<file path="src/rtl/dbus_bridge.sv">
// dbus_bridge: data-side bridge between the load/store control stage and the
// req/addr_ok/data_ok bus in front of the data cache.
//
// One access at a time: IDLE captures the SRAM-style request, REQ presents it
// on the bus until addr_ok, WAIT collects data_ok, DONE releases the pipeline
// for exactly one cycle. A flush during REQ/WAIT lets the bus transaction
// finish but drops its response and skips DONE.
//
// Optional build macro DBUS_POST_STORE_EN: stores retire on addr_ok and up to
// MAX_POSTED of them may have their data_ok still outstanding. Loads wait
// until every posted store has been answered.
//
// Ports:
//   clk, rst            clock, synchronous active-high reset
//   mem_en/mem_wen/mem_addr/mem_wdata/data_size   request from the mem stage
//   flush               exception/ERET flush of the mem stage
//   mem_rdata           load data, valid in the DONE cycle, held afterwards
//   data_stall          holds the mem stage and everything before it
//   bus_req/bus_wr/bus_size/bus_addr/bus_wstrb/bus_wdata   bus request
//   bus_addr_ok/bus_data_ok/bus_rdata                      bus handshake
module dbus_bridge #(
    parameter int MAX_POSTED = 4
) (
    input  logic        clk,
    input  logic        rst,
    input  logic        mem_en,
    input  logic [3:0]  mem_wen,
    input  logic [31:0] mem_addr,
    input  logic [31:0] mem_wdata,
    input  logic [2:0]  data_size,
    input  logic        flush,
    output logic [31:0] mem_rdata,
    output logic        data_stall,
    output logic        bus_req,
    output logic        bus_wr,
    output logic [1:0]  bus_size,
    output logic [31:0] bus_addr,
    output logic [3:0]  bus_wstrb,
    output logic [31:0] bus_wdata,
    input  logic        bus_addr_ok,
    input  logic        bus_data_ok,
    input  logic [31:0] bus_rdata
);

    typedef enum logic [1:0] {IDLE, REQ, WAIT, DONE} state_t;

    state_t state, state_nxt;
    logic   kill, kill_nxt;
    logic   capture, rdata_ld;
    logic   cnt_zero, cnt_full, rsp_load;
    logic   unused_bits;

`ifdef DBUS_POST_STORE_EN
    localparam int CW = $clog2(MAX_POSTED + 1);

    logic [CW-1:0] posted;
    logic          post_inc, post_dec;

    // Any data_ok seen while stores are outstanding belongs to a store.
    assign post_dec = bus_data_ok && (posted != '0);
    assign cnt_zero = (posted == '0);
    assign cnt_full = (posted == CW'(MAX_POSTED));

    always_ff @(posedge clk) begin
        if (rst)
            posted <= '0;
        else if (post_inc && !post_dec)
            posted <= posted + CW'(1);
        else if (!post_inc && post_dec)
            posted <= posted - CW'(1);
    end

    assign unused_bits = data_size[2];
`else
    assign cnt_zero    = 1'b1;
    assign cnt_full    = 1'b0;
    assign unused_bits = ^{data_size[2], MAX_POSTED > 0};
`endif

    // A data_ok only answers the in-flight access when no posted store owns it.
    assign rsp_load = bus_data_ok && cnt_zero;

    always_comb begin
        state_nxt  = state;
        kill_nxt   = kill;
        capture    = 1'b0;
        rdata_ld   = 1'b0;
        data_stall = 1'b0;
        bus_req    = 1'b0;
`ifdef DBUS_POST_STORE_EN
        post_inc   = 1'b0;
`endif
        unique case (state)
            IDLE: begin
                // Stall follows the raw request even when capture is held off
                // by the posted-store limits.
                data_stall = mem_en && !flush;
                if (mem_en && !flush && ((|mem_wen) ? !cnt_full : cnt_zero)) begin
                    capture   = 1'b1;
                    state_nxt = REQ;
                end
            end
            REQ: begin
                data_stall = 1'b1;
                bus_req    = 1'b1;
                if (flush) kill_nxt = 1'b1;
                if (bus_addr_ok) begin
`ifdef DBUS_POST_STORE_EN
                    if (bus_wr) begin
                        // Posted store: retired now, response counted later.
                        post_inc  = 1'b1;
                        kill_nxt  = 1'b0;
                        state_nxt = (kill || flush) ? IDLE : DONE;
                    end else begin
                        state_nxt = WAIT;
                    end
`else
                    state_nxt = WAIT;
`endif
                end
            end
            WAIT: begin
                data_stall = 1'b1;
                if (flush) kill_nxt = 1'b1;
                if (rsp_load) begin
                    // A flush arriving with the response also discards it.
                    if (kill || flush) begin
                        kill_nxt  = 1'b0;
                        state_nxt = IDLE;
                    end else begin
                        rdata_ld  = 1'b1;
                        state_nxt = DONE;
                    end
                end
            end
            DONE: state_nxt = IDLE;
            default: state_nxt = IDLE;
        endcase
    end

    always_ff @(posedge clk) begin
        if (rst) begin
            state     <= IDLE;
            kill      <= 1'b0;
            mem_rdata <= '0;
            bus_wr    <= 1'b0;
            bus_size  <= '0;
            bus_addr  <= '0;
            bus_wstrb <= '0;
            bus_wdata <= '0;
        end else begin
            state <= state_nxt;
            kill  <= kill_nxt;
            // Bus fields come only from these registers, so they stay put
            // for as long as the request waits for addr_ok.
            if (capture) begin
                bus_addr  <= mem_addr;
                bus_wdata <= mem_wdata;
                bus_wstrb <= mem_wen;
                bus_size  <= data_size[1:0];
                bus_wr    <= |mem_wen;
            end
            if (rdata_ld) mem_rdata <= bus_rdata;
        end
    end

endmodule

</file>
<file path="config.mk">
export PLATFORM = sky130hd
export DESIGN_NAME = dbus_bridge
export DESIGN_NICKNAME = d
export VERILOG_FILES = /design/src/rtl/dbus_bridge.sv
export SDC_FILE = /design/constraint.sdc
export NUM_CORES = 1
export LEC_CHECK = 0
export ABC_AREA = 1
export CORE_MARGIN = 2
export CORE_UTILIZATION = 42
export DETAILED_ROUTE_END_ITERATION = 7
export PLACE_DENSITY_LB_ADDON = 0.2
export SYNTH_ARGS = -nofsm -noshare
export SYNTH_HDL_FRONTEND = slang
export SYNTH_SLANG_ARGS = --single-unit
</file>
<file path="constraint.sdc">
create_clock -name clk -period 3.4 [get_ports clk]
set_input_delay 0.68 -clock clk [delete_from_list [all_inputs] [get_ports clk]]
set_output_delay 0.68 -clock clk [all_outputs]
set_load 0.01 [all_outputs]
</file>
# Word-level counts from Yosys, hierarchy flattened
# Cells that the tools add are included.
dict set report classes {
  eq_ne 6
  mux 16
  n_reduce_logical 8
}
# op count
set op_table {}
lappend op_table {{$mux 1} 9}
lappend op_table {{$mux 2} 4}
lappend op_table {{$pmux 2 s4} 1}
lappend op_table {{$ne 2x2->1 const B} 3}
lappend op_table {{$eq 2x2->1 const B} 2}
lappend op_table {{$pmux 1 s2} 2}
lappend op_table {{$reduce_or 4->1} 1}
lappend op_table {{$reduce_and 3->1} 1}
lappend op_table {{$eq 2x1->1 const B} 1}
lappend op_table {{$logic_not 2->1} 1}
lappend op_table {{$reduce_bool 2->1} 1}
lappend op_table {{$reduce_or 2->1} 1}
lappend op_table {{$logic_and 1x1->1} 1}
lappend op_table {{$logic_not 1->1} 1}
lappend op_table {{$logic_or 1x1->1} 1}
dict set report word_totals {
  reg_bits 106
  in_bits 109
  word_cells 38
}

# Depth between registers and ports, before layout
dict set report logic_depth {
  word_depth 4
  mapped_depth 9
  mapped_depth_nobuf 9
}

# Worst setup path before layout
# Ideal clock, no wire load.
dict set report synth_timing {
  kind {input to output}
  startpoint {input port flush}
  endpoint {output port data_stall}
  arrival_time_ps 1399
  setup_slack_ps 1321
  path_stages 6
  n_path_buf 1
  path_cell_list {inv_2 -> nand2_2 -> nor2_4 -> inv_2 -> buf_2 -> a21oi_1}
}
dict set report synth_via {
  elab_chain_cells 3
}
# element line_no
set synth_lines {}
lappend synth_lines {{start, declared} 31} ;# input logic flush,
lappend synth_lines {{$logic_not 1->1} 97} ;# data_stall = mem_en && !flush;
lappend synth_lines {{$logic_and 1x1->1} 97}
lappend synth_lines {{$pmux 1 s2} 93} ;# unique case (state)
lappend synth_lines {{end, declared} 33} ;# output logic data_stall,
# Every way passes these cells.

# Worst setup path after layout
dict set report layout_timing {
  startpoint {input port mem_en}
  endpoint {output port data_stall}
}
dict set report layout_via {
  elab_chain_cells 2
}
# element line_no
set layout_lines {}
lappend layout_lines {{start, declared} 26} ;# input logic mem_en,
lappend layout_lines {{$logic_and 1x1->1} 97}
lappend layout_lines {{$pmux 1 s2} 93}
# Every way passes these cells.

==> out/metrics.csv <==
stage,metric,value,unit
die,io_pins,214,
synth,synth_commonest_cells,"144 x nor2_1, 106 x dfxtp_1, 45 x o21ai_0, 43 x nand2_1, 37 x a21oi_1",
placed_design,place_inst,788,
power_and_ir_drop,p_sw,1.029,mW
clock_tree,numCtsBuffers,9,
global_routing,antenna_found_initial,0,
global_routing,grt_max_degree,74,
synth,synth-edff-count,0,
synth,synth_ff_type,dfxtp_1,
cells_and_area,fin_cells,803,
synth,syn-mean-instance-area,7.863,um2
drt,via_count,3960,
drt,drtIter0Drc,110,
drt,drc_errors,0,
setup_path,cp.arrival,2.09,ns
power_and_ir_drop,p_int,2.224,mW
global_routing,grt_pass1_wl,17.84,mm
die,die_h,100.4,um
placed_design,io_buffers,212,
setup_path,path_buf_inv,3,
placed_design,place_congestion,0.7706,
power_and_ir_drop,pwr-share-clk,0.213,
sta,worst_pin_slew,1.034,ns
die,row_count,35,
synth,synth.most_common_cell,nor2_1,
sta,hold-worst-slack,0.4649,ns
clock_tree,cts_tree,done,
die,core,9109,um2
synth,netlist.area_leader.share,0.5441,
sta,slew_violations,0,
synth,synthTopCellsByArea,"dfxtp_1 54%, nor2_1 14%, o21ai_0 5.8%, a21oi_1 4.7%, nand3_1 4.4%",
synth,syn_nets,611,
synth,seq_area_frac_synth,0.5441,
power_and_ir_drop,power.leakage,2.422,nW
clock_tree,clk_latency,0.36,ns
sta,setup_tns,0,ns
sta,hold_viol_final,0,
synth,syn_inst,496,
job,max_cap_viol_count,0,
power_and_ir_drop,pwr-share-seq,0.464,
clock_tree,clk_path_buf_depth,2,
power_and_ir_drop,netSwitchingFraction,0.3163,
global_routing,grt.busiest_layer,met2,
drt,wire_per_inst,13.92,um
setup_path,cp_slowest_cell,clkdlybuf4s50_1,
cells_and_area,design_area,6177,um2
synth,syn_area,3900,um2
global_routing,overflow,0,
setup_path,cp_common_cell,clkdlybuf4s50_1,
power_and_ir_drop,total_power,3.253,mW
die,die-area,10070,um2
global_routing,first_global_vias,3886,
cells_and_area,multi_input_area,1549,um2
die,fp.dieW,100.4,um
sta,min_period,2.773,ns
clock_tree,post_cts_buffers,0,
sta,setup_viol,0,
placed_design,placed_cell_area,6011,um2
power_and_ir_drop,irDropWorstVdd,0.0002685,V
power_and_ir_drop,power_frac_comb,0.323,
min_path,hold_class,reg -> reg,
setup_path,criticalPathCategory,in -> out,
sta,clock.fmax,0.3606,GHz
cells_and_area,final_nets,803,
synth,ys_seq_elements,106,
sta,rsz0062_at_grt,no,
setup_path,cp_max_fo,2,
synth,async_reset_ff_frac,0,
drt,drt-total-wl,11.18,mm
setup_path,worstPathRequired,2.72,ns
cells_and_area,drive_above_1_share,0.03757,
cells_and_area,area_delta_synth_final,58.39,%
cells_and_area,fillers,774,
setup_path,crit_family,buffers and inverters,
synth,yosysTopAreaCell,dfxtp_1,
synth,yosysWarnings,0,
synth,synth.distinct_cells,18,
drt,drtPass1Iterations,4,
run_status,status,completed,
cells_and_area,seqCellArea,2122,um2
cells_and_area,antenna_cells,0,
drt,viasPerCell,4.932,
power_and_ir_drop,powerDensity,526.7,nW/um2
setup_path,cp-start-kind,primary input,
global_routing,grtUsageMet2,0.3604,
clock_tree,cts_resized,0,
setup_path,startpoint,mem_en,
clock_tree,htree_levels,3,
setup_path,max_stage_delay,0.56,ns
drt,final_antenna_net_count,0,
global_routing,met3_usage,0.07939,
sta,fin_skew,0.01747,ns
placed_design,hpwl,7.749,mm
global_routing,track_usage,0.2191,
die,start_util,0.4282,
setup_path,reg2reg_from,state[0]$_SDFFE_PP0P_,
clock_tree,cts_num_sinks,106,
setup_path,crit_chain,clkdlybuf4s50_1 -> nand2_2 -> nor2_4 -> inv_2 -> a21oi_1 -> clkdlybuf4s50_1,
sta,finalCritPeriodShare,0.8157,
setup_path,cp-end-kind,output port,
clock_tree,cts_hold_buf,0,
global_routing,grt_use_met1,0.2556,
clock_tree,cts-root-buf,clkbuf_8,
min_path,hold_start,mem_rdata[9]$_SDFFE_PP0P_,
clock_tree,path_clk_slew,0.09,ns
sta,slew_headroom,0.3108,
==> kinds of logic after synthesis <==
logic type	count (synthesis)	synth area share
buf+inv	48	0.05871
simple gates	228	0.2393
fa+ha+maj	6	0.01925
flops	106	0.5441
compound gates	108	0.1386
==> worst register-to-register path: stages (launching register included) <==
cell and delay, ns:
dfxtp_1 0.35, inv_1 0.15, ha_1 0.17, inv_1 0.09
nor2_8 0.40, nand2_2 0.48, nand2_1 0.18, a21oi_1 0.08
==> power groups by stage <==
stage	combinational, mW	sequential [mW]	clock (mW)
floorplan	0.417	1.61	0
global placement	1.03	1.53	0
detailed placement	1.06	1.53	0
CTS	1.06	1.51	0.717
global route	1.15	1.53	0.762
finish	1.05	1.51	0.692
==> per-layer routing <==
metal	wire length, um	vias up	share of wire
met2	5231	167	0.47
met1	4612	1788	0.41
met5	0	-	0
li1	-	1980	-
met4	313	0	0.028
met3	1023	25	0.092
==> state kept, by name (all words and copies together) (netlist names) <==
name	cells
state	2
bus_wdata	32
kill	1
bus_wstrb	4
bus_addr	32
mem_rdata	32
bus_size	2
bus_wr	1
==> layout by cell type (no fill, tap or decap) <==
cell type	instances
a21oi_1	37
and2_1	1
buf_4	4
clkbuf_1	1
clkbuf_8	9
clkdlybuf4s50_1	212
clkinv_2	1
clkinv_4	1
clkinvlp_4	1
dfxtp_1	106
ha_1	6
inv_1	10
inv_2	3
inv_6	2
nand2_1	43
nand2_2	3
nand3_1	34
nor2_1	144
nor2_4	1
nor2_8	1
nor3_1	1
o21ai_0	45
o21ai_1	26
==> final cells by class <==
cell class              count  share of cell area
well taps                 111             0.02248
flip-flops and latches    106              0.3435
clock inverters             5            0.006279
inverters                  13            0.007900
multi-input cells         342              0.2508
repair buffers            216              0.3484
clock buffers              10             0.02066
==> worst paths after layout <==
check | depth (start not counted) | end | slack (ns)
worst max-delay path | 6 | data_stall | 0.63
worst min-delay path | 2 | mem_rdata[9]$_SDFFE_PP0P_ | 0.46
worst min register to register | 2 | mem_rdata[9]$_SDFFE_PP0P_ | 0.46
worst max register to register | 7 | mem_rdata[31]$_SDFFE_PP0P_ | 1.39
==> metrics by stage <==
step / worst slack [ns] / util
final: 0.6266 / 0.6782
after global routing: 0.5347 / 0.6782
after detailed placement: 0.6310 / 0.6599
after CTS: 0.6150 / 0.6782
after floorplan: 1.321 / -
after global placement: 0.6281 / 0.6599
No activity file was read; power rests on OpenSTA's default activity.
